--- src/rtl/layer_sequencer_pkg.sv ---
// Shared types for the layer sequencer: FSM state encoding and the
// per-layer configuration descriptor carried from host to core scheduler.
package layer_sequencer_pkg;

    typedef enum logic [2:0] {
        IDLE   = 3'd0,
        SCAN   = 3'd1,
        LOAD   = 3'd2,
        LAUNCH = 3'd3,
        RUN    = 3'd4,
        GAP    = 3'd5,
        FINISH = 3'd6
    } seq_state_e;

    // One descriptor per network layer.
    typedef struct packed {
        logic [7:0]  filter_size;
        logic [15:0] channels;
        logic [15:0] ofmap_size;
        logic [7:0]  stride;
        logic [15:0] pass_count;
    } layer_cfg_t;

    localparam int unsigned LAYER_CFG_W = $bits(layer_cfg_t);

endpackage : layer_sequencer_pkg

--- src/rtl/layer_sequencer_if.sv ---
// Descriptor handshake and layer start/done strobes between the layer
// sequencer (master) and the core scheduler (slave).
//   layer_cfg        descriptor presented to the scheduler
//   layer_cfg_valid  descriptor valid
//   layer_cfg_ready  scheduler accepts the descriptor
//   layer_start      one-cycle layer launch pulse
//   layer_done       one-cycle layer completion pulse from the core
interface layer_sequencer_if
    import layer_sequencer_pkg::*;
#(
    parameter int unsigned CFG_W = LAYER_CFG_W
);

    logic [CFG_W-1:0] layer_cfg;
    logic             layer_cfg_valid;
    logic             layer_cfg_ready;
    logic             layer_start;
    logic             layer_done;

    modport master (
        output layer_cfg,
        output layer_cfg_valid,
        output layer_start,
        input  layer_cfg_ready,
        input  layer_done
    );

    modport slave (
        input  layer_cfg,
        input  layer_cfg_valid,
        input  layer_start,
        output layer_cfg_ready,
        output layer_done
    );

endinterface : layer_sequencer_if

--- src/rtl/layer_cfg_regfile.sv ---
// Descriptor storage: NUM_LAYERS x CFG_W, one write port, one
// combinational read port. All slots clear on reset.
//   clk, rst_n        clock, async active-low reset
//   wr_en/idx/data    host write port
//   rd_idx            read slot select
//   rd_data_c         combinational read data
module layer_cfg_regfile #(
    parameter int unsigned NUM_LAYERS = 8,
    parameter int unsigned CFG_W      = 64,
    localparam int unsigned IDX_W     = (NUM_LAYERS > 1) ? $clog2(NUM_LAYERS) : 1
) (
    input  logic             clk,
    input  logic             rst_n,
    input  logic             wr_en,
    input  logic [IDX_W-1:0] wr_idx,
    input  logic [CFG_W-1:0] wr_data,
    input  logic [IDX_W-1:0] rd_idx,
    output logic [CFG_W-1:0] rd_data_c
);

    logic [CFG_W-1:0] mem_q [NUM_LAYERS];

    // Slot writes; indices beyond the slot count are dropped.
    always_ff @(posedge clk or negedge rst_n) begin
        if (!rst_n) begin
            for (int i = 0; i < int'(NUM_LAYERS); i++) begin
                mem_q[i] <= '0;
            end
        end else if (wr_en && (32'(wr_idx) < NUM_LAYERS)) begin
            mem_q[wr_idx] <= wr_data;
        end
    end

    assign rd_data_c = mem_q[rd_idx];

endmodule : layer_cfg_regfile

--- src/rtl/layer_sequencer.sv ---
// Walks the enabled network layers in ascending order: hands each
// descriptor to the scheduler, launches the layer, waits for its done
// (guarded by a watchdog) and inserts a fixed idle gap.
//   core_clk, core_reset_n   clock, async active-low reset
//   cfg_wr_en/idx/data       host descriptor writes (any state)
//   layer_en                 enable mask, sampled at start
//   tmo_limit                watchdog limit, 0 disables
//   start, abort             single-cycle host requests
//   core                     descriptor handshake / start / done to scheduler
//   cur_layer                index of the active layer
//   busy                     sequence in progress (through FINISH)
//   seq_done                 one-cycle pulse at sequence completion
//   error                    sticky watchdog/abort flag, cleared by start
module layer_sequencer
    import layer_sequencer_pkg::*;
#(
    parameter int unsigned NUM_LAYERS = 8,
    parameter int unsigned CFG_W      = LAYER_CFG_W,
    parameter int unsigned GAP_CYCLES = 1,
    parameter int unsigned TMO_W      = 24,
    localparam int unsigned IDX_W     = (NUM_LAYERS > 1) ? $clog2(NUM_LAYERS) : 1
) (
    input  logic                  core_clk,
    input  logic                  core_reset_n,
    input  logic                  cfg_wr_en,
    input  logic [IDX_W-1:0]      cfg_wr_idx,
    input  logic [CFG_W-1:0]      cfg_wr_data,
    input  logic [NUM_LAYERS-1:0] layer_en,
    input  logic [TMO_W-1:0]      tmo_limit,
    input  logic                  start,
    input  logic                  abort,
    layer_sequencer_if.master     core,
    output logic [IDX_W-1:0]      cur_layer,
    output logic                  busy,
    output logic                  seq_done,
    output logic                  error
);

    localparam int unsigned GAP_W = (GAP_CYCLES > 1) ? $clog2(GAP_CYCLES) : 1;
    localparam logic [GAP_W-1:0] GAP_LAST = GAP_W'(GAP_CYCLES - 1);
    localparam logic [IDX_W-1:0] LAST_IDX = IDX_W'(NUM_LAYERS - 1);

    seq_state_e            state_q, state_d;
    logic [IDX_W-1:0]      idx_q, idx_d;
    logic [NUM_LAYERS-1:0] en_q, en_d;
    logic [GAP_W-1:0]      gap_q, gap_d;
    logic [TMO_W-1:0]      wdog_q, wdog_d;
    logic [CFG_W-1:0]      cfg_q, cfg_d;
    logic                  cfg_valid_q, cfg_valid_d;
    logic                  start_q, start_d;
    logic                  busy_q, busy_d;
    logic                  seq_done_q, seq_done_d;
    logic                  error_q, error_d;

    logic [CFG_W-1:0]      rd_data_c;
    logic [CFG_W-1:0]      slot_cfg_c;
    logic [TMO_W-1:0]      wdog_inc_c;

    layer_cfg_regfile #(
        .NUM_LAYERS (NUM_LAYERS),
        .CFG_W      (CFG_W)
    ) u_regfile (
        .clk       (core_clk),
        .rst_n     (core_reset_n),
        .wr_en     (cfg_wr_en),
        .wr_idx    (cfg_wr_idx),
        .wr_data   (cfg_wr_data),
        .rd_idx    (idx_q),
        .rd_data_c (rd_data_c)
    );

    // Forward a same-cycle write to the active slot so a late host update
    // still reaches the presented descriptor before the handshake.
    assign slot_cfg_c = (cfg_wr_en && (cfg_wr_idx == idx_q)) ? cfg_wr_data : rd_data_c;

    // Saturating watchdog increment.
    assign wdog_inc_c = (wdog_q == '1) ? wdog_q : wdog_q + TMO_W'(1);

    // Next-state and next-output logic.
    always_comb begin
        state_d = state_q;
        idx_d   = idx_q;
        en_d    = en_q;
        gap_d   = gap_q;
        wdog_d  = wdog_q;
        error_d = error_q;

        unique case (state_q)
            IDLE: begin
                if (start) begin
                    en_d    = layer_en;
                    error_d = 1'b0;
                    idx_d   = '0;
                    state_d = SCAN;
                end
            end
            SCAN: begin
                if (en_q[idx_q]) begin
                    state_d = LOAD;
                end else if (idx_q == LAST_IDX) begin
                    state_d = FINISH;
                end else begin
                    idx_d = idx_q + IDX_W'(1);
                end
            end
            LOAD: begin
                if (core.layer_cfg_ready) begin
                    state_d = LAUNCH;
                end
            end
            LAUNCH: begin
                wdog_d  = '0;
                state_d = RUN;
            end
            RUN: begin
                wdog_d = wdog_inc_c;
                // A done in the expiry cycle takes precedence over the watchdog.
                if (core.layer_done) begin
                    gap_d   = '0;
                    state_d = GAP;
                end else if ((tmo_limit != '0) && (wdog_inc_c >= tmo_limit)) begin
                    error_d = 1'b1;
                    state_d = FINISH;
                end
            end
            GAP: begin
                if (gap_q == GAP_LAST) begin
                    if (idx_q == LAST_IDX) begin
                        state_d = FINISH;
                    end else begin
                        idx_d   = idx_q + IDX_W'(1);
                        state_d = SCAN;
                    end
                end else begin
                    gap_d = gap_q + GAP_W'(1);
                end
            end
            FINISH: begin
                state_d = IDLE;
            end
            default: begin
                state_d = IDLE;
            end
        endcase

        // Abort overrides everything; in FINISH the sequence is already
        // ending, so only the error flag is recorded.
        if (abort && (state_q != IDLE)) begin
            error_d = 1'b1;
            if (state_q != FINISH) begin
                state_d = FINISH;
            end
        end

        cfg_valid_d = (state_d == LOAD);
        start_d     = (state_d == LAUNCH);
        busy_d      = (state_d != IDLE);
        seq_done_d  = (state_d == FINISH) && (state_q != FINISH);
        // Descriptor tracks the slot while presented; frozen after the handshake.
        cfg_d       = (state_d == LOAD) ? slot_cfg_c : cfg_q;
    end

    // State and registered outputs.
    always_ff @(posedge core_clk or negedge core_reset_n) begin
        if (!core_reset_n) begin
            state_q     <= IDLE;
            idx_q       <= '0;
            en_q        <= '0;
            gap_q       <= '0;
            wdog_q      <= '0;
            cfg_q       <= '0;
            cfg_valid_q <= 1'b0;
            start_q     <= 1'b0;
            busy_q      <= 1'b0;
            seq_done_q  <= 1'b0;
            error_q     <= 1'b0;
        end else begin
            state_q     <= state_d;
            idx_q       <= idx_d;
            en_q        <= en_d;
            gap_q       <= gap_d;
            wdog_q      <= wdog_d;
            cfg_q       <= cfg_d;
            cfg_valid_q <= cfg_valid_d;
            start_q     <= start_d;
            busy_q      <= busy_d;
            seq_done_q  <= seq_done_d;
            error_q     <= error_d;
        end
    end

    assign core.layer_cfg       = cfg_q;
    assign core.layer_cfg_valid = cfg_valid_q;
    assign core.layer_start     = start_q;
    assign cur_layer            = idx_q;
    assign busy                 = busy_q;
    assign seq_done             = seq_done_q;
    assign error                = error_q;

endmodule : layer_sequencer

--- src/flat_wrapper.sv ---
// flat-port wrapper written by rule: the top's interface ports become plain ports
module layer_sequencer_flat import layer_sequencer_pkg::*;
#(
    parameter int unsigned NUM_LAYERS = 8,
    parameter int unsigned CFG_W      = LAYER_CFG_W,
    parameter int unsigned GAP_CYCLES = 1,
    parameter int unsigned TMO_W      = 24,
    localparam int unsigned IDX_W     = (NUM_LAYERS > 1) ? $clog2(NUM_LAYERS) : 1
)
  (core_clk, core_reset_n, cfg_wr_en, cfg_wr_idx, cfg_wr_data, layer_en, tmo_limit, start, abort, cur_layer, busy, seq_done, error, core_layer_cfg, core_layer_cfg_valid, core_layer_start, core_layer_cfg_ready, core_layer_done);
  layer_sequencer_if #(.CFG_W(CFG_W)) core_i ();
  input  logic core_clk;
  input  logic core_reset_n;
  input  logic cfg_wr_en;
  input  logic [IDX_W-1:0] cfg_wr_idx;
  input  logic [CFG_W-1:0] cfg_wr_data;
  input  logic [NUM_LAYERS-1:0] layer_en;
  input  logic [TMO_W-1:0] tmo_limit;
  input  logic start;
  input  logic abort;
  output logic [IDX_W-1:0] cur_layer;
  output logic busy;
  output logic seq_done;
  output logic error;
  output wire logic [$bits(core_i.layer_cfg)-1:0] core_layer_cfg;
  output wire logic [$bits(core_i.layer_cfg_valid)-1:0] core_layer_cfg_valid;
  output wire logic [$bits(core_i.layer_start)-1:0] core_layer_start;
  input wire logic [$bits(core_i.layer_cfg_ready)-1:0] core_layer_cfg_ready;
  input wire logic [$bits(core_i.layer_done)-1:0] core_layer_done;
  assign core_layer_cfg = core_i.layer_cfg;
  assign core_layer_cfg_valid = core_i.layer_cfg_valid;
  assign core_layer_start = core_i.layer_start;
  assign core_i.layer_cfg_ready = core_layer_cfg_ready;
  assign core_i.layer_done = core_layer_done;
  layer_sequencer #(.NUM_LAYERS(NUM_LAYERS), .CFG_W(CFG_W), .GAP_CYCLES(GAP_CYCLES), .TMO_W(TMO_W)) u_core (.core_clk(core_clk), .core_reset_n(core_reset_n), .cfg_wr_en(cfg_wr_en), .cfg_wr_idx(cfg_wr_idx), .cfg_wr_data(cfg_wr_data), .layer_en(layer_en), .tmo_limit(tmo_limit), .start(start), .abort(abort), .core(core_i), .cur_layer(cur_layer), .busy(busy), .seq_done(seq_done), .error(error));
endmodule
--- config.mk ---
export PLATFORM = sky130hd
export DESIGN_NAME = layer_sequencer_flat
export DESIGN_NICKNAME = d
export VERILOG_FILES = /design/src/rtl/layer_sequencer_pkg.sv /design/src/rtl/layer_sequencer_if.sv /design/src/rtl/layer_cfg_regfile.sv /design/src/rtl/layer_sequencer.sv /design/src/flat_wrapper.sv
export SDC_FILE = /design/constraint.sdc
export NUM_CORES = 1
export LEC_CHECK = 0
export CAP_MARGIN = 10
export CORE_ASPECT_RATIO = 1.5
export CORE_UTILIZATION = 60
export CTS_CLUSTER_SIZE = 30
export DETAILED_ROUTE_END_ITERATION = 6
export PLACE_DENSITY = 0.82
export SYNTH_ARGS = -nofsm -noshare
export SYNTH_HDL_FRONTEND = slang
export SYNTH_SLANG_ARGS = --single-unit
--- constraint.sdc ---
create_clock -name core_clk -period 8.71 [get_ports core_clk]
set_input_delay 1.742 -clock core_clk [delete_from_list [all_inputs] [get_ports core_clk]]
set_output_delay 1.742 -clock core_clk [all_outputs]
set_load 0.02 [all_outputs]
==> summary by stage, run 1 <==
Floorplan
Measured along the x axis, the die boundary spans around 180 um. The die area is a little over 50000 um2. The vertical die dimension is about 270 um. The initial cell density of the core is 60.8%. The region available for standard cell placement spans ~50000 um2. The row count is a little under 100. about 180 I/O pins were placed.

Synth
The number of warnings issued by yosys is 0. The commonest register cell after synthesis is sky130_fd_sc_hd__dfrtp_1. The number of nets in the synthesized netlist is around 2300. The fraction of synthesis flops using an asynchronous set or reset pin is between 90% and 100%. The number of unique standard cell types used by synthesis is 59. The average size of a mapped cell is around 14 um2. In this run the cell area of the synthesized design comes to 29600 um2. The register bit count reported by yosys is just over 600. The share of the yosys chip area belonging to registers is between 50% and 60%. The synthesized instance count is 2140. Yosys mapped a number of flops with a built-in enable equal to 0.

STA
The final cycle utilization of the critical path is ~62%. For the finished layout, the period the worst path requires is 5.43 ns. Static timing analysis puts the maximum clock frequency at approximately 0.18 GHz. The worst clock skew is around 0.022 ns. Setup repair after global routing left no endpoint under its margin. The max-slew violation count was 0. The worst slew margin relative to its limit is approximately 30%. The total negative slack is 0 ns. The final count of hold timing violations came to 0. The transition time at the pin with the least slew margin is 1.06 ns. Setup violations remaining at the end of the flow were counted as 0. Hold timing on the final database bottoms out at a slack of between 0.4 and 0.5 ns.

Clocking
After clock tree synthesis, the clock-pin slew on the worst setup and hold paths is approximately 0.06 ns. TritonCTS built the clock tree. The number of gates resized after CTS was 0. Clock tree synthesis found a total of just over 600 sinks. The maximum level of the CTS H-tree is 2. The clock tree root buffer cell is sky130_fd_sc_hd__clkbuf_16. The number of setup buffers added after CTS is 0. The number of buffers added by the clock tree synthesis step is 57. The latest clock arrival within the worst-skew pair is roughly 0.61 ns.

The hold buffer count at cts is 0. The clock passes through at most 3 buffers.

Detailed routing
Detailed routing inserted a total of ~19000 vias. The total wirelength of the detailed-routed design is 71000 um. In the routed design, unresolved DRC markers number 0. Using the TritonRoute via totals, the vias-per-cell ratio works out to approximately 6.4.

Before antenna repair, the detailed router went through 5 iterations. Once detail routing completed, the nets flagged for antenna violations numbered 0. For this block, the initial DRC count from the detailed router was roughly 1400. The average wire length per cell after detail routing is about 24 um.

Critical path
STA classifies the critical path endpoint as a register. Along the worst path, the maximum fanout reaches 50. The worst register-to-register path begins at u_core.wdog_q[0].

The count of cells along the worst register-to-register path is 14. The endpoint identified for the worst register-to-register timing path is u_core.core.layer_cfg[9]. The minimum setup slack among reg-to-reg paths is roughly 3.3 ns. The arrival time of data at the critical path endpoint is 5.93 ns. The critical path is of the register to register type. STA classifies the critical path startpoint as a register.

For the worst setup path, the data required time is 9.20 ns.

Min path
For hold timing, the worst endpoint is u_core.en_q[4]. In this run the most critical hold path is launched from u_core.en_q[4]. The number of instances on the worst hold path is 2. The class of the worst hold path is register to register.

GRT
The via count of the first global-routing pass is a little over 20000. The initial antenna violation count is 5. The global-route wire length before repair is between 100000 and 150000 um. The met2 usage is 50.3%. Global routing consumed, over all layers together, approximately 30% of the routing resources.

Global routing consumed, on the met3 layer, 3.68% of the routing resources. Entering global routing, the biggest net connects 170 pins. The global routing stage identified its most utilized layer as met2. The routing usage on met1 is between 30% and 40%. Global routing finished with a remaining overflow of 0.

Placement
Routability-driven placement finished with a final weighted congestion of roughly 0.83. The placed wire-length estimate is about 42000 um. Input and output buffers added on the ports amount to around 180.

Outcome
The flow ran to the end, and the final reports show no timing, DRC or antenna violations.

Run
The max-capacitance violation count is 0.

Power and ir drop
For this design the ratio of total power to cell area is around 310 nW/um2. For this design the static power due to leakage is between 0.01 and 0.015 uW. The worst IR drop on VDD is 263 uV. The post-layout total power is a little over 10000 uW.

Final layout
For this run, the post-layout net count is about 2400. The area growth from synthesis to layout is 13.9%. The fraction of layout instances using a drive strength above 1 is about a third.

The count of fill cells added during filler insertion is roughly 3300.
sequential cells by signal, summed over array words and instances (netlist names):
| signal | count |
|---|---|
| u_core.cur_layer | 3 |
| u_core.en_q | 8 |
| u_core.u_regfile.mem_q | 512 |
| u_core.core.layer_cfg | 64 |
| u_core.seq_done | 1 |
| u_core.busy | 1 |
| u_core.core.layer_start | 1 |
| u_core.error | 1 |
| u_core.core.layer_cfg_valid | 1 |
| u_core.state_q | 3 |
| u_core.wdog_q | 24 |
cell type report:
| class | count | area (um2) | area share [%] |
|---|---|---|---|
| Multi-Input combinational cell | 1322 | 13300 | 39.5 |
| Inverter | 36 | 135 | 0.401 |
| Sequential cell | 619 | 15500 | 46.0 |
| Timing Repair Buffer | 214 | 2080 | 6.16 |
| Clock buffer | 91 | 1750 | 5.20 |
| Antenna cell | 2 | 5.00 | 0.0148 |
| Clock inverter | 14 | 110 | 0.326 |
| Tap cell | 656 | 821 | 2.43 |
cell families after synthesis:
family / Yosys count / share of synthesized area [%]
buffers and inverters: 199 / 2.84
AOI/OAI and AO/OA: 277 / 6.74
adders and majority gates: 27 / 1.14
xor gates and xnor gates: 26 / 0.769
DFF: 619 / 52.3
and+or+nand+nor: 284 / 4.55
muxes: 708 / 31.6
layout by cell type (no fill, tap or decap), types with 35 or more instances in the layout:
| cell type | netlist | routed |
|---|---|---|
| sky130_fd_sc_hd__mux2_2 | 513 | 513 |
| sky130_fd_sc_hd__o211ai_1 | 193 | 193 |
| sky130_fd_sc_hd__buf_4 | 8 | 35 |
| sky130_fd_sc_hd__clkbuf_16 | 0 | 57 |
| sky130_fd_sc_hd__inv_1 | 36 | 36 |
| sky130_fd_sc_hd__nand2_1 | 189 | 189 |
| sky130_fd_sc_hd__mux4_2 | 130 | 130 |
| sky130_fd_sc_hd__mux2i_1 | 64 | 64 |
| sky130_fd_sc_hd__dfrtp_1 | 619 | 616 |
| sky130_fd_sc_hd__clkdlybuf4s50_1 | 0 | 176 |
cells in the mapped netlist (3+ instances only):
master                       n  area (um2)
sky130_fd_sc_hd__nand2_1   189         709
sky130_fd_sc_hd__o22ai_1     4        25.0
sky130_fd_sc_hd__a21oi_1    19        95.1
sky130_fd_sc_hd__o21ai_1     4        20.0
sky130_fd_sc_hd__a22o_1      9        78.8
sky130_fd_sc_hd__or3_1       3        18.8
sky130_fd_sc_hd__mux4_2    130        2930
sky130_fd_sc_hd__clkbuf_1  106         398
sky130_fd_sc_hd__o31ai_1     5        37.5
sky130_fd_sc_hd__inv_1      36         135
sky130_fd_sc_hd__xnor2_1    19         166
sky130_fd_sc_hd__buf_4       8        60.1
sky130_fd_sc_hd__nor2_1     23        86.3
sky130_fd_sc_hd__mux2_2    513        5780
sky130_fd_sc_hd__buf_2      40         200
sky130_fd_sc_hd__a31oi_1     8        50.1
sky130_fd_sc_hd__and4_4      3        33.8
sky130_fd_sc_hd__xor2_1      7        61.3
sky130_fd_sc_hd__nand4b_1    3        26.3
sky130_fd_sc_hd__nor4_1      8        50.1
sky130_fd_sc_hd__ha_1       27         338
sky130_fd_sc_hd__dfrtp_1   619       15500
sky130_fd_sc_hd__o21ai_0    20         100
sky130_fd_sc_hd__nand2b_1    6        37.5
sky130_fd_sc_hd__buf_1       7        26.3
sky130_fd_sc_hd__mux2i_1    64         641
sky130_fd_sc_hd__nor3_1      8        40.0
sky130_fd_sc_hd__nand4_1    10        62.6
sky130_fd_sc_hd__nand3_1    10        50.1
sky130_fd_sc_hd__o211ai_1  193        1450
per-stage QoR:
step / setup slack, ns / utilization [%] / cell area (um2) / instances
2_1_floorplan: 4.95 / - / 29600 / 2140
3_3_place_gp: 3.23 / 65.5 / 31900 / 2847
3_5_place_dp: 3.14 / 65.5 / 31900 / 2847
4_1_cts: 3.29 / 69.3 / 33700 / 2952
5_1_grt: 3.01 / 69.3 / 33700 / 2954
6_report: 3.28 / 69.3 / 33700 / 2954
worst max path at each step:
stage	startpoint	end	slack, ns	depth (start not counted)
2_1_floorplan	tmo_limit[21]	u_core.core.layer_cfg[58]	4.95	10
3_3_place_gp	tmo_limit[21]	u_core.seq_done	3.23	10
3_5_place_dp	tmo_limit[21]	u_core.core.layer_cfg[9]	3.14	10
4_1_cts	u_core.wdog_q[2]	u_core.core.layer_cfg[9]	3.29	13
5_1_grt	u_core.wdog_q[2]	u_core.seq_done	3.01	13
6_report	u_core.wdog_q[0]	u_core.core.layer_cfg[9]	3.28	14
critical path: stages, from the launching register on:
cell,delay (ns)
sky130_fd_sc_hd__dfrtp_1,0.44
sky130_fd_sc_hd__ha_1,0.24
sky130_fd_sc_hd__nand3_1,0.07
sky130_fd_sc_hd__or2_2,0.33
sky130_fd_sc_hd__o41ai_2,0.69
sky130_fd_sc_hd__nor4_1,0.21
sky130_fd_sc_hd__xor2_1,0.20
sky130_fd_sc_hd__ha_1,0.31
sky130_fd_sc_hd__nand4_1,0.13
sky130_fd_sc_hd__nor4_1,0.49
sky130_fd_sc_hd__o211ai_1,0.23
sky130_fd_sc_hd__a311o_2,0.75
sky130_fd_sc_hd__o21a_2,0.48
sky130_fd_sc_hd__buf_4,0.41
sky130_fd_sc_hd__o211ai_1,0.29
routing by layer:
layer / vias up / part of all wire (%)
met4: 6 / 3.2
met5: - / 0.046
met3: 138 / 5.3
met2: 627 / 52
met1: 10100 / 39
li1: 8211 / -
where the power goes:
group,switching [uW],internal [uW],total [uW]
clock,1090,1400,2490
sequential,523,3600,4120
combinational,1900,1820,3710
total,3510,6820,10300
No activity file was read; power rests on OpenSTA's default activity.
==> inputs of run 2 (changes only) <==
==> constraint.sdc (replaced) <==
create_clock -name core_clk -period 5 [get_ports core_clk]
set_input_delay 1 -clock core_clk [delete_from_list [all_inputs] [get_ports core_clk]]
set_output_delay 1 -clock core_clk [all_outputs]
set_load 0.02 [all_outputs]
==> summary by stage, run 2 (synthesis results as in run 1) <==
Power and ir drop
The worst IR drop on VDD is 398 uV (+51%). The static leakage was 0.0139 uW (+0.60%). The total power density per cell area is 538 nW/um2 (+76%).

Floorplan
The I/O pin count was 178 (unchanged). The placeable core area came to 48700 um2 (unchanged). The die area is 50300 um2 (unchanged). The vertical die dimension is 274 um (unchanged).

The initial cell density of the core is 60.8% (unchanged). The overall die width is 183 um (unchanged). The row count is 99 (unchanged).

Critical path
The startpoint identified for the worst register-to-register timing path is u_core.wdog_q[9]. In this run the worst setup path begins at u_core.wdog_q[9]. The arrival time of data at the critical path endpoint came to 5.06 ns (-0.87 ns). The minimum setup slack among reg-to-reg paths is 0.45 ns (-2.83 ns). The endpoint class of the critical path is a register. The count of cell instances traversed by the critical path is 15 (+1). The slowest stage of the critical path is the sky130_fd_sc_hd__nor4_1 cell.

The maximum fanout encountered on the critical timing path is 47 (-6.0%). The endpoint required time on the critical path came to 5.50 ns (-3.70 ns). The count of cells along the worst register-to-register path came to 15 (+1).

The number of buffer and inverter instances along the worst setup path is 1 (unchanged). The worst setup path endpoint is u_core.core.layer_cfg[18]. The largest delay contributor family on the critical path is simple AND/OR/NAND/NOR gates. The critical path is of the register to register type. The capture point of the worst reg-to-reg path is u_core.core.layer_cfg[18].

The delay of the slowest cell on the worst path is 0.50 ns (-0.25 ns). STA classifies the critical path startpoint as a register. Counting stages on the worst path, the most repeated cell is sky130_fd_sc_hd__o211ai_1. The signal on the critical path passes through and4_4 -> nand4_4 -> or3_4 -> nor3_4 -> nand2_1 -> nor2_1 -> xnor2_1 -> ha_1 -> nand4_1 -> nor4_1 -> o211ai_1 -> a311o_2 -> o21a_2 -> buf_12 -> o211ai_1.

GRT
The total global routing overflow is 0 (unchanged). The initial antenna violation count is 6 (+1). The pin count of the biggest net entering global routing is 129 (-24%). The total routing usage reported by global routing is 29.3% (+0.051 points).

The via count of the first global-routing pass was 20500 (+1.0%). The global-route wire length before repair is 114000 um (+0.56%).

STA
Setup repair after global routing left no endpoint under its margin. The smallest hold slack is 0.468 ns (-0.0110 ns). The max-slew violation count was 0 (unchanged). The total negative slack is 0 ns (unchanged).

The final count of hold timing violations is 0 (unchanged). The minimum clock period is 4.55 ns (-0.882 ns). The worst slew margin relative to its limit is 21.1% (-8.6 points). The top achievable clock speed was 0.220 GHz (+19%). The worst clock skew came to 0.0213 ns (-0.000848 ns). The count of final setup violators is 0 (unchanged). The final cycle utilization of the critical path is 91.1% (+29 points). The transition time at the pin with the least slew margin was 1.18 ns (+0.129 ns).

Final layout
The most flop-heavy register is u_core.u_regfile.mem_q. The total number of nets in the final design is 2382 (-0.042%). The library cells used most frequently in the layout, excluding fill and tap cells, are sky130_fd_sc_hd__dfrtp_1, sky130_fd_sc_hd__mux2_2, sky130_fd_sc_hd__o211ai_1. The number of flip-flops in the largest register is 512 (unchanged).

From synthesis to final layout, the design area changed by 14.7%. The fraction of layout instances using a drive strength above 1 came to 34.7% (-0.26 points). The leading cell type in the layout, fill and taps excluded is sky130_fd_sc_hd__dfrtp_1.

Run
The max-capacitance violation count was 0 (unchanged).

Clocking
The CTS tree is built. The clock tree root buffer cell is sky130_fd_sc_hd__clkbuf_16. The TritonCTS sink count is 619 (unchanged). The latest clock arrival within the worst-skew pair was 0.61 ns (about the same). The maximum level of the CTS H-tree is 2 (unchanged).

The worst-case clock buffer depth is 3 (unchanged). The clock transition at the registers of the reported paths was 0.07 ns (about the same). The post-cts repair resize count is 0 (unchanged).

The number of buffers added by the clock tree synthesis step is 58 (+1.8%). The hold buffer count at cts came to 0 (unchanged). The number of setup buffers added after CTS is 0 (unchanged).

Detailed routing
The number of violations reported at the end of detailed-routing iteration 0 is 1272 (-10%). The detailed-route vias per instance is 6.46 (+0.21%). The remaining routing DRC violations was 0 (unchanged). The via total after detailed routing was 19100 (+0.24%).

The total wirelength of the detailed-routed design is 71100 um (about the same). The number of nets with antenna violations after routing is 0 (unchanged). The first-pass iteration count of the detailed router was 6 (+1). The average wire length per cell after detail routing is 24.1 um (about the same).

Placement
The global placement routability congestion is 0.872 (+5.5%). The number of port buffers is 177 (unchanged). The placed wire-length estimate is 40600 um (-2.5%).

Outcome
The run finished with clean final reports.

Min path
The path class of the tightest hold or removal check is input port to asynchronous set/reset pin.
run 2: cell count changes in the layout (fill, tap and decap cells not counted), sizes merged:
cell    before  now
inv         38   37
buf         38   36
bufinv       1    5
clkbuf      91   90
diode        2    3
run 2: how the worst min path moves through the flow:
stage / startpoint / to / slack [ns] / cells after the start
detailed placement: u_core.en_q[0] / u_core.en_q[0] / 0.46 / 2
finish: core_reset_n / u_core.u_regfile.mem_q[48] / 0.47 / 1
global route: u_core.u_regfile.mem_q[228] / u_core.u_regfile.mem_q[228] / 0.51 / 1
CTS: u_core.en_q[5] / u_core.en_q[5] / 0.48 / 2
floorplan: u_core.en_q[4] / u_core.en_q[4] / 0.44 / 2
global placement: u_core.en_q[5] / u_core.en_q[5] / 0.45 / 2
run 2: layer usage:
metal  track usage [%]  share of wire [%]  vias to the layer above
li1                  -                  -                     8201
met1              37.7                 40                    10100
met2              50.8                 52                      642
met3              4.14                5.0                      145
met4              10.5                3.1                        4
met5                 0              0.032                        -
run 2: where the power goes:
group	switching (uW)	total (uW)	internal [uW]	leakage (uW)
Sequential	956	7220	6260	0.00739
Clock	1890	4490	2600	0.000955
Combinational	3310	6560	3250	0.00556
run 2: layout make-up:
cell class | instances | area [um2]
Timing Repair Buffer | 212 | 2230
Sequential cell | 619 | 15500
Inverter | 36 | 135
Clock inverter | 17 | 239
Antenna cell | 3 | 7.51
Fill cell | 3239 | 14700
Multi-Input combinational cell | 1322 | 13300
Clock buffer | 90 | 1700
Tap cell | 656 | 821
run 2: metrics by stage:
step	utilization [%]	area, um2	power [uW]	worst slack [ns]	std cells
5_1_grt	69.8	34000	19200	0.138	2955
3_5_place_dp	65.8	32000	13800	0.480	2845
2_1_floorplan	-	29600	11600	1.25	2140
4_1_cts	69.7	34000	18400	0.481	2952
3_3_place_gp	65.8	32000	13500	0.637	2845
6_report	69.8	34000	18300	0.447	2955
run 2: worst register-to-register path, delay by kind of cell (launching register included):
kind | cells | cell delay, ns
adders and majority gates | 1 | 0.30
buffers and inverters | 1 | 0.29
AOI/OAI and AO/OA | 4 | 1.29
DFF | 1 | 0.47
xor gates and xnor gates | 1 | 0.09
and+or+nand+nor | 8 | 2.05
==> inputs of run 3 (changes only) <==
--- a/config.mk
+++ b/config.mk
@@ -6,7 +6,6 @@
 export NUM_CORES = 1
 export LEC_CHECK = 0
 export CAP_MARGIN = 10
-export CORE_ASPECT_RATIO = 1.5
 export CORE_UTILIZATION = 60
 export CTS_CLUSTER_SIZE = 30
 export DETAILED_ROUTE_END_ITERATION = 6
==> constraint.sdc (replaced) <==
create_clock -name core_clk -period 4.9 [get_ports core_clk]
set_input_delay 0.98 -clock core_clk [delete_from_list [all_inputs] [get_ports core_clk]]
set_output_delay 0.98 -clock core_clk [all_outputs]
set_load 0.02 [all_outputs]
==> summary by stage, run 3 (synthesis results as in run 1) <==
STA
The final cycle utilization of the critical path was 92.9% (+1.8 points). The transition time at the pin with the least slew margin is 1.13 ns (-0.0548 ns). The worst-case setup margin in the final layout is 0.349 ns (-0.0980 ns). The final count of hold timing violations is 0 (unchanged).

The top achievable clock speed is 0.220 GHz (about the same). The count of final setup violators is 0 (unchanged). Setup repair after global routing left no endpoint under its margin. The minimum clock period came to 4.55 ns (-0.00200 ns).

The max-slew violation count is 0 (unchanged). The worst slew margin relative to its limit is 24.7% (+3.7 points). The total negative slack was 0 ns (unchanged). The worst clock skew is 0.0196 ns (-0.00173 ns).

Critical path
The critical path is of the register to register type. The arrival time of data at the critical path endpoint is 5.02 ns (-0.04 ns). The worst setup path is captured at a register. The endpoint required time on the critical path is 5.37 ns (-0.13 ns). STA classifies the critical path startpoint as a register. The maximum fanout encountered on the critical timing path came to 65 (+38%).

Power and ir drop
The switching share of power was 33.3% (-0.42 points). The total power density per cell area came to 550 nW/um2 (+2.2%). The relative contribution of sequential cells to total power is 38.6% (-0.9 points). The internal power is 12500 uW (+3.3%). The worst IR drop on VDD came to 441 uV (+11%). The clock share of power is 25.7% (+1.1 points).

The static leakage is 0.0140 uW (+0.45%). The net switching power came to 6250 uW (+1.4%). The combinational power share is 35.7% (-0.2 points).

Placement
The number of port buffers came to 177 (unchanged). The global placement routability congestion is 0.871 (-0.16%). The pre-CTS setup slack was 0.526 ns (+0.0460 ns).

The placed wire-length estimate came to 39300 um (-3.0%).

Clocking
The post-cts repair resize count came to 0 (unchanged). The latest clock arrival within the worst-skew pair is 0.63 ns (+0.02 ns). The number of setup buffers added after CTS is 0 (unchanged). The maximum level of the CTS H-tree is 2 (unchanged). The clock transition at the registers of the reported paths is 0.07 ns (about the same).

The worst-case clock buffer depth is 3 (unchanged). The TritonCTS sink count is 619 (unchanged). The number of buffers added by the clock tree synthesis step is 61 (+5.2%). The CTS tree is built. The tree is rooted in a sky130_fd_sc_hd__clkbuf_16.

The hold buffer count at cts is 0 (unchanged).

Final layout
Leaving out fill and tap cells, the most frequent cell in the layout is sky130_fd_sc_hd__dfrtp_1. The number of flip-flops in the largest register came to 512 (unchanged). The total number of nets in the final design was 2382 (unchanged).

The sequential cell area is 15500 um2 (unchanged). The fraction of layout instances using a drive strength above 1 is 35.3% (+0.56 points). u_core.u_regfile.mem_q holds more flip-flops than any other register. The multi-input logic area came to 13300 um2 (unchanged).

The library cells used most frequently in the layout, excluding fill and tap cells, are sky130_fd_sc_hd__dfrtp_1, sky130_fd_sc_hd__mux2_2, sky130_fd_sc_hd__o211ai_1. The count of fill cells added during filler insertion is 3262 (+0.71%). From synthesis to final layout, the design area changed by 15.2%.

Floorplan
The overall die width came to 224 um (+22%). The row count was 81 (-18%). The initial cell density of the core is 60.6% (-0.21 points). The die area is 50200 um2 (about the same). The I/O pin count was 178 (unchanged). The vertical die dimension came to 224 um (-18%). The placeable core area is 48800 um2 (+0.35%).

GRT
The total routing usage reported by global routing is 28.3% (-0.98 points). The initial antenna violation count is 6 (unchanged). The total global routing overflow was 0 (unchanged). The global-route wire length before repair came to 112000 um (-2.1%).

The via count of the first global-routing pass is 20000 (-2.3%). The pin count of the biggest net entering global routing is 131 (+1.6%).

Detailed routing
The detailed-route vias per instance is 6.37 (-1.4%). The first-pass iteration count of the detailed router is 5 (-1). The remaining routing DRC violations was 0 (unchanged). The via total after detailed routing came to 18900 (-1.0%). The number of nets with antenna violations after routing is 0 (unchanged). The average wire length per cell after detail routing is 23.3 um (-3.2%). The number of violations reported at the end of detailed-routing iteration 0 is 1451 (+14%).

The total wirelength of the detailed-routed design is 69000 um (-2.9%).

Outcome
The run finished with clean final reports.

Run
The max-capacitance violation count came to 0 (unchanged).

Min path
The min-delay analysis places its worst path in the category input port to asynchronous set/reset pin.
==> run 3: cell types whose count changed in the layout (fill, tap and decap cells not counted), sizes merged <==
cell	before	now
buf	36	33
bufinv	5	4
clkinv	11	12
diode	3	2
clkbuf	90	91
clkinvlp	0	5
==> run 3: metrics by stage <==
step	hold WS [ns]	util [%]	power, uW	area [um2]	instances
after floorplan	0.440	-	11900	29600	2140
after global placement	0.454	65.5	13600	32000	2850
after detailed placement	0.467	65.5	14000	32000	2850
after CTS	0.481	69.8	18800	34100	2963
after global routing	0.492	69.8	19700	34100	2964
final	0.399	69.8	18800	34100	2965
==> run 3: per-layer routing <==
metal	global-route usage, %	wire length, um	up-vias
met5	0	47	-
met3	4.04	3350	116
met4	8.48	1590	8
li1	-	-	8236
met1	38.8	29600	9979
met2	47.4	34500	559
==> run 3: worst paths after layout <==
path / depth (start not counted) / endpoint / slack (ns) / start
worst min-delay path: 1 / u_core.wdog_q[17] / 0.40 / core_reset_n
worst max register to register: 15 / u_core.core.layer_cfg[30] / 0.35 / u_core.wdog_q[9]
worst max-delay path: 15 / u_core.core.layer_cfg[30] / 0.35 / u_core.wdog_q[9]
worst min register to register: 2 / u_core.en_q[5] / 0.48 / u_core.en_q[5]
max in group asynchronous: 2 / u_core.u_regfile.mem_q[490] / 3.36 / core_reset_n
min in group core_clk: 2 / u_core.en_q[5] / 0.48 / u_core.en_q[5]
==> run 3: cell type report <==
cell class,count,share of cell area [%]
inverters,36,0.396
repair buffers,209,6.50
multi-input cells,1322,39.1
diodes,2,0.0147
flip-flops and latches,619,45.4
clock inverters,22,0.664
clock buffers,91,5.49
well taps,664,2.44
==> run 3: worst max-delay path, cell delays in order (launching register included) <==
cell	delay [ns]
sky130_fd_sc_hd__dfrtp_1	0.47
sky130_fd_sc_hd__and4_4	0.29
sky130_fd_sc_hd__nand4_4	0.15
sky130_fd_sc_hd__or3_4	0.37
sky130_fd_sc_hd__nor3_4	0.33
sky130_fd_sc_hd__nand2_1	0.13
sky130_fd_sc_hd__nor2_1	0.13
sky130_fd_sc_hd__xnor2_1	0.08
sky130_fd_sc_hd__ha_1	0.30
sky130_fd_sc_hd__nand4_1	0.11
sky130_fd_sc_hd__nor4_1	0.43
sky130_fd_sc_hd__o211ai_1	0.14
sky130_fd_sc_hd__a311o_2	0.43
sky130_fd_sc_hd__buf_4	0.38
sky130_fd_sc_hd__o211ai_1	0.39
sky130_fd_sc_hd__o211ai_1	0.18
==> run 3: power groups by stage <==
stage                     registers [uW]  logic [uW]  clock network, uW
final                               7240        6700               4810
after global routing                7380        7250               5080
after CTS                           7220        6730               4880
after detailed placement            7300        6670                  0
after global placement              7170        6430                  0
after floorplan                     7270        4590                  0
